===== src/rtl/n2t_arb_pkg.sv =====
// Shared constants for the n2t 16-bit two-source arbiter.
package n2t_arb_pkg;
    localparam int N2T_WORD_W = 16;
    localparam logic SRC_A = 1'b0;
    localparam logic SRC_B = 1'b1;
    localparam int BURST_MIN = 1;
    localparam int BURST_MAX = 15;
    localparam int CNT_W = 4;
endpackage


===== src/rtl/n2t_arb_select.sv =====
// Burst-limited round-robin grant logic; purely combinational.
module n2t_arb_select
    import n2t_arb_pkg::*;
#(
    parameter int BURST = 4
) (
    input  logic             owner,
    input  logic [CNT_W-1:0] burst_cnt,
    input  logic             a_valid,
    input  logic             b_valid,
    input  logic             load_en,
    output logic             sel,
    output logic             grant,
    output logic             a_ready,
    output logic             b_ready
);
    localparam logic [CNT_W-1:0] BURST_L = CNT_W'(BURST);

    logic owner_valid;
    logic other_valid;

    assign owner_valid = (owner == SRC_B) ? b_valid : a_valid;
    assign other_valid = (owner == SRC_B) ? a_valid : b_valid;

    always_comb begin
        sel   = owner;
        grant = 1'b0;
        // The owner keeps the datapath while it has budget, or when nobody else wants it.
        if (owner_valid && ((burst_cnt < BURST_L) || !other_valid)) begin
            sel   = owner;
            grant = 1'b1;
        end else if (other_valid) begin
            sel   = ~owner;
            grant = 1'b1;
        end
    end

    assign a_ready = load_en && grant && (sel == SRC_A);
    assign b_ready = load_en && grant && (sel == SRC_B);
endmodule


===== src/rtl/n2t_mux16.sv =====
// Mux16: 16-bit two-way word select (sel=0 -> a, sel=1 -> b).
module n2t_mux16
    import n2t_arb_pkg::*;
(
    input  logic [N2T_WORD_W-1:0] a,
    input  logic [N2T_WORD_W-1:0] b,
    input  logic                  sel,
    output logic [N2T_WORD_W-1:0] out
);
    assign out = sel ? b : a;
endmodule


===== src/rtl/n2t_mux16_arbiter.sv =====
// Two-source 16-bit arbiter with a registered output stage.
// Optional per-source handshake counters when N2T_ARB_STATS_EN is defined.
module n2t_mux16_arbiter
    import n2t_arb_pkg::*;
#(
    parameter int BURST = 4
) (
    input  logic                  clk,
    input  logic                  rst,
    input  logic [N2T_WORD_W-1:0] a_data,
    input  logic                  a_valid,
    output logic                  a_ready,
    input  logic [N2T_WORD_W-1:0] b_data,
    input  logic                  b_valid,
    output logic                  b_ready,
    output logic [N2T_WORD_W-1:0] out_data,
    output logic                  out_valid,
    input  logic                  out_ready,
    output logic                  out_src
`ifdef N2T_ARB_STATS_EN
    ,
    input  logic                  stats_clr,
    output logic [15:0]           a_count,
    output logic [15:0]           b_count
`endif
);
    localparam logic [CNT_W-1:0] BURST_L = CNT_W'(BURST);

    logic                  owner;
    logic [CNT_W-1:0]      burst_cnt;
    logic                  load_en;
    logic                  sel;
    logic                  grant;
    logic                  xfer;
    logic [N2T_WORD_W-1:0] mux_word;

    assign load_en = !out_valid || out_ready;
    assign xfer    = load_en && grant;

    n2t_arb_select #(.BURST(BURST)) u_select (
        .owner     (owner),
        .burst_cnt (burst_cnt),
        .a_valid   (a_valid),
        .b_valid   (b_valid),
        .load_en   (load_en),
        .sel       (sel),
        .grant     (grant),
        .a_ready   (a_ready),
        .b_ready   (b_ready)
    );

    n2t_mux16 u_mux16 (
        .a   (a_data),
        .b   (b_data),
        .sel (sel),
        .out (mux_word)
    );

    always_ff @(posedge clk or posedge rst) begin
        if (rst) begin
            out_data  <= '0;
            out_valid <= 1'b0;
            out_src   <= SRC_A;
            owner     <= SRC_A;
            burst_cnt <= '0;
        end else if (xfer) begin
            out_data  <= mux_word;
            out_src   <= sel;
            out_valid <= 1'b1;
            if (sel == owner) begin
                // Saturate so a long uncontested burst never wraps back into budget.
                burst_cnt <= (burst_cnt >= BURST_L) ? BURST_L : burst_cnt + 1'b1;
            end else begin
                owner     <= sel;
                burst_cnt <= CNT_W'(1);
            end
        end else if (out_ready && out_valid) begin
            out_valid <= 1'b0;
        end
    end

`ifdef N2T_ARB_STATS_EN
    always_ff @(posedge clk or posedge rst) begin
        if (rst) begin
            a_count <= '0;
            b_count <= '0;
        end else if (stats_clr) begin
            a_count <= '0;
            b_count <= '0;
        end else begin
            if (a_ready && (a_count != 16'hFFFF)) a_count <= a_count + 16'd1;
            if (b_ready && (b_count != 16'hFFFF)) b_count <= b_count + 16'd1;
        end
    end
`endif
endmodule

===== config.mk =====
export PLATFORM = sky130hd
export DESIGN_NAME = n2t_mux16_arbiter
export DESIGN_NICKNAME = d
export VERILOG_FILES = /design/src/rtl/n2t_arb_pkg.sv /design/src/rtl/n2t_arb_select.sv /design/src/rtl/n2t_mux16.sv /design/src/rtl/n2t_mux16_arbiter.sv
export SDC_FILE = /design/constraint.sdc
export NUM_CORES = 1
export LEC_CHECK = 0
export ABC_AREA = 0
export CAP_MARGIN = 20
export CELL_PAD_IN_SITES_DETAIL_PLACEMENT = 2
export CELL_PAD_IN_SITES_GLOBAL_PLACEMENT = 2
export CORE_ASPECT_RATIO = 2
export CORE_UTILIZATION = 20
export CTS_BUF_LIST = sky130_fd_sc_hd__clkbuf_4 sky130_fd_sc_hd__clkbuf_8 sky130_fd_sc_hd__clkbuf_16
export DETAILED_ROUTE_END_ITERATION = 8
export PLACE_DENSITY = 0.73
export REMOVE_ABC_BUFFERS = 1
export SYNTH_ARGS = -nofsm -noshare
export SYNTH_HDL_FRONTEND = slang
export SYNTH_SLANG_ARGS = --single-unit

===== constraint.sdc =====
create_clock -name clk -period 1.4 [get_ports clk]
set_input_delay 0.28 -clock clk [delete_from_list [all_inputs] [get_ports clk]]
set_output_delay 0.28 -clock clk [all_outputs]
set_load 0.02 [all_outputs]

==> flow_results.org <==
** Run status
- The flow ran to the end, but the final reports show violations.
- The checks that failed: negative setup slack.

** Worst setup path
- The slowest stage of the critical path is the dfrtp_1 cell.
- In this design, the largest share of critical-path delay is due to simple AND/OR/NAND/NOR gates.
- Kind of launch point of the worst setup path :: flop
- Data arrival time of the critical path :: 1.58 ns
- In this run the worst path has a maximum fanout of 3.
- Crit path capture type :: output port
- Reg-to-Reg Start :: burst_cnt[3]
- At the worst endpoint, the required time is 1.12 ns.
- Start point of the critical path :: burst_cnt[3]
- The setup path with the least slack is of type flop to output port.
- Together, buffers and inverters on the worst path number 1.
- Cell chain of the critical path :: or2_4 > a211oi_4 > and2_4 > buf_6
- In this design, the stage delay of the slowest critical-path cell is 0.41 ns.

** Clocking
- CTS Hold Bufs :: 0
- Worst skew pair latency :: 0.27 ns
- In this run the number of H-tree levels came out at 1.
- Root Buffer :: clkbuf_8
- Counting every sink on the clock net gives 23.
- The number of clock buffers added by TritonCTS is 3.
- Post-CTS clock slew at the launch and capture registers of the worst setup and hold paths :: 0.09 ns
- Clock Tree Buf Depth :: 2
- TritonCTS built the clock tree.

** Global route
- The first global-routing pass estimated 6.996 mm of wire.
- Across every metal layer, demand over resource in global routing totals 0.1538.
- The via count of the first global-routing pass came to 1353.
- Antenna violations before repair :: 0
- Pin count of the biggest net entering global routing :: 19
- Total gr overflow :: 0

** Place
- Half-perimeter wire length after detailed placement :: 3.071 mm
- Last weighted congestion value of the routability-driven placer :: 0.7417
- Standard cell area after detailed placement :: 1813 µm²
- During placement, the flow inserted port buffers numbering 56.

** Synth
- Yosys instantiated no cell more often than dfrtp_1.
- Yosys top cell by area :: dfrtp_1
- Among all flip-flop cells after synthesis, the most frequent one is dfrtp_1.
- By area the synthesized netlist is led by dfrtp_1, mux2i_1, a21oi_1, nor2_1, buf_6.
- Of the post-synthesis cell area, the dominant cell type holds 0.5055.
- Counting flops with an async set or reset pin after synthesis yields a share of 1.000.
- For this run, the number of Yosys warnings is 0.
- In this run, synthesis produced a sequential element count of 23.
- Post-synthesis cell type count :: 26
- Proportion of synthesized chip area in sequential cells :: 0.5055
- Synthesized cell area :: 1139 µm²
- Synthesized area per cell :: 10.17 µm²
- Top cells by count, synth :: dfrtp_1, nor2_1, a21oi_1
- EDFF count, synth :: 0
- After technology mapping, the gate count stands at 112.

** Timing
- The total count of hold-check failures in the final report is 0.
- The tightest hold path in the finished design has a slack of 0.3291 ns.
- Based on the critical path, the design can be clocked at up to 536.3 MHz.
- Setup repair after global routing could not meet its margin everywhere.
- Pin slew with the least headroom to its limit :: 0.4726 ns
- Total setup violations reported at the end of the flow :: 18
- Total count of max-transition violations in the final report :: 0
- Dividing the final minimum period by the clock period gives 1.332.
- The worst pin sits at a relative slew slack of 0.6828.
- Tmin final :: 1.865 ns
- Final Worst Setup Slack :: -0.4646 ns
- Post-route clock skew :: 0.004527 ns

** Layout
- Area growth syn-to-layout :: 88.68%
- In the final layout, the share of cells above drive strength 1 is 0.2789.
- Total inserted antenna cells :: 0
- Utilization after layout :: 0.3929
- Number of nets in the layout :: 229
- With fillers left out, the area of the finished cells amounts to 2148 µm².

** Die
- The floorplan step set the die height to 108.7 µm.
- The floorplan step defined a die boundary enclosing 6017 µm².
- Starting density of the core :: 0.2082
- Ports :: 57
- Core Region :: 5468 µm²
- The initialized floorplan defines 38 standard-cell rows.
- From left edge to right edge, the die measures 55.35 µm.

** Routing
- In the final routed layout, each cell accounts on average for 17.90 µm.
- Wire length reported by the detailed router :: 4.475 mm
- Using the TritonRoute via totals, the vias-per-cell ratio works out to 4.744.
- Via count :: 1186
- TritonRoute pass-1 iters :: 2
- DRC :: 0
- 1st-iter DRT viols :: 19
- Count of antenna-violating nets left after detailed routing :: 0

** Power and ir drop
- The design draws 2.890 mW.
- Power density cells :: 1345 nW/µm²
- In this run the static leakage power is 0.9422 nW.
- IR analysis of the VDD net gives a maximum drop of 655.0 µV.

** Run
- Count of maximum capacitance violations :: 0

** Worst hold path
- The tightest min-delay check is of the input pin to asynchronous set/reset pin type.
==> per-layer routing <==
layer,vias up,GRT usage,routed length (µm)
li1,543,-,-
met1,594,0.1460,1500
met2,43,0.3201,2731
met3,6,0.02017,156
met4,0,0.05893,85
met5,-,0,0
==> through the flow <==
step | TNS (ns) | setup WS (ns) | std cells
5_1_grt | -8.321 | -0.5212 | 250
4_1_cts | -5.547 | -0.4457 | 245
3_3_place_gp | -12.40 | -0.9003 | 233
6_report | -7.019 | -0.4646 | 250
3_5_place_dp | -14.10 | -0.9645 | 233
2_1_floorplan | -16.72 | -0.9801 | 105
==> timing repair <==
action	CTS	global route
pin swaps	14	11
resized for setup	52	31
setup endpoints to repair	41	23
buffers inserted	7	7
cloned	3	0
==> cell type report <==
| type | instances | area (µm²) |
|---|---|---|
| Fill cell | 572 | 3319 |
| Timing Repair Buffer | 81 | 823.3 |
| Multi-Input combinational cell | 80 | 616.8 |
| Sequential cell | 23 | 576.8 |
| Tap cell | 60 | 75.07 |
| Clock buffer | 4 | 48.80 |
| Inverter | 2 | 7.507 |
==> sequential cells by signal (all words and copies together) (netlist names) <==
register   count
burst_cnt      4
out_data      16
out_src        1
out_valid      1
owner          1
==> worst paths after layout <==
kind                               end  slack, ns  depth (start not counted)
max                            a_ready      -0.46                          4
min                        out_data[2]       0.33                          3
max reg2reg                out_data[2]      -0.43                          7
min reg2reg                    out_src       0.51                          2
max in group asynchronous        owner       0.88                          3
min in group clk             out_valid       0.40                          4
==> cells in the final DEF (no fill, tap or decap), drive strengths merged, types with 2 or more instances in the layout <==
| cell type | instances |
|---|---|
| clkbuf | 5 |
| o21ai | 4 |
| nand2 | 4 |
| inv | 2 |
| nor2 | 22 |
| mux2i | 17 |
| dlygate4sd2 | 18 |
| clkdlybuf4s50 | 33 |
| dfrtp | 23 |
| and2 | 2 |
| buf | 27 |
| a21oi | 18 |
==> logic make-up after synthesis <==
family	synth area share
AO/OA/AOI/OAI	0.1473
AND/OR/NAND/NOR	0.1286
multiplexers	0.1494
adder cells (fa/ha/maj)	0.01099
flip-flops	0.5055
buffers and inverters	0.05824
==> power breakdown <==
group,switching [mW],internal (mW)
registers,0.0941,0.823
logic,0.730,0.791
clock network,0.229,0.223
total,1.05,1.84
==> worst reg2reg max path: stages (launching register included) <==
cell and delay, ns:
dfrtp_1 0.41, or2_4 0.26, a211oi_4 0.32, buf_4 0.17, buf_6 0.10, buf_12 0.13
mux2i_4 0.25, a21oi_2 0.08
Power figures use the tool's default switching activity.
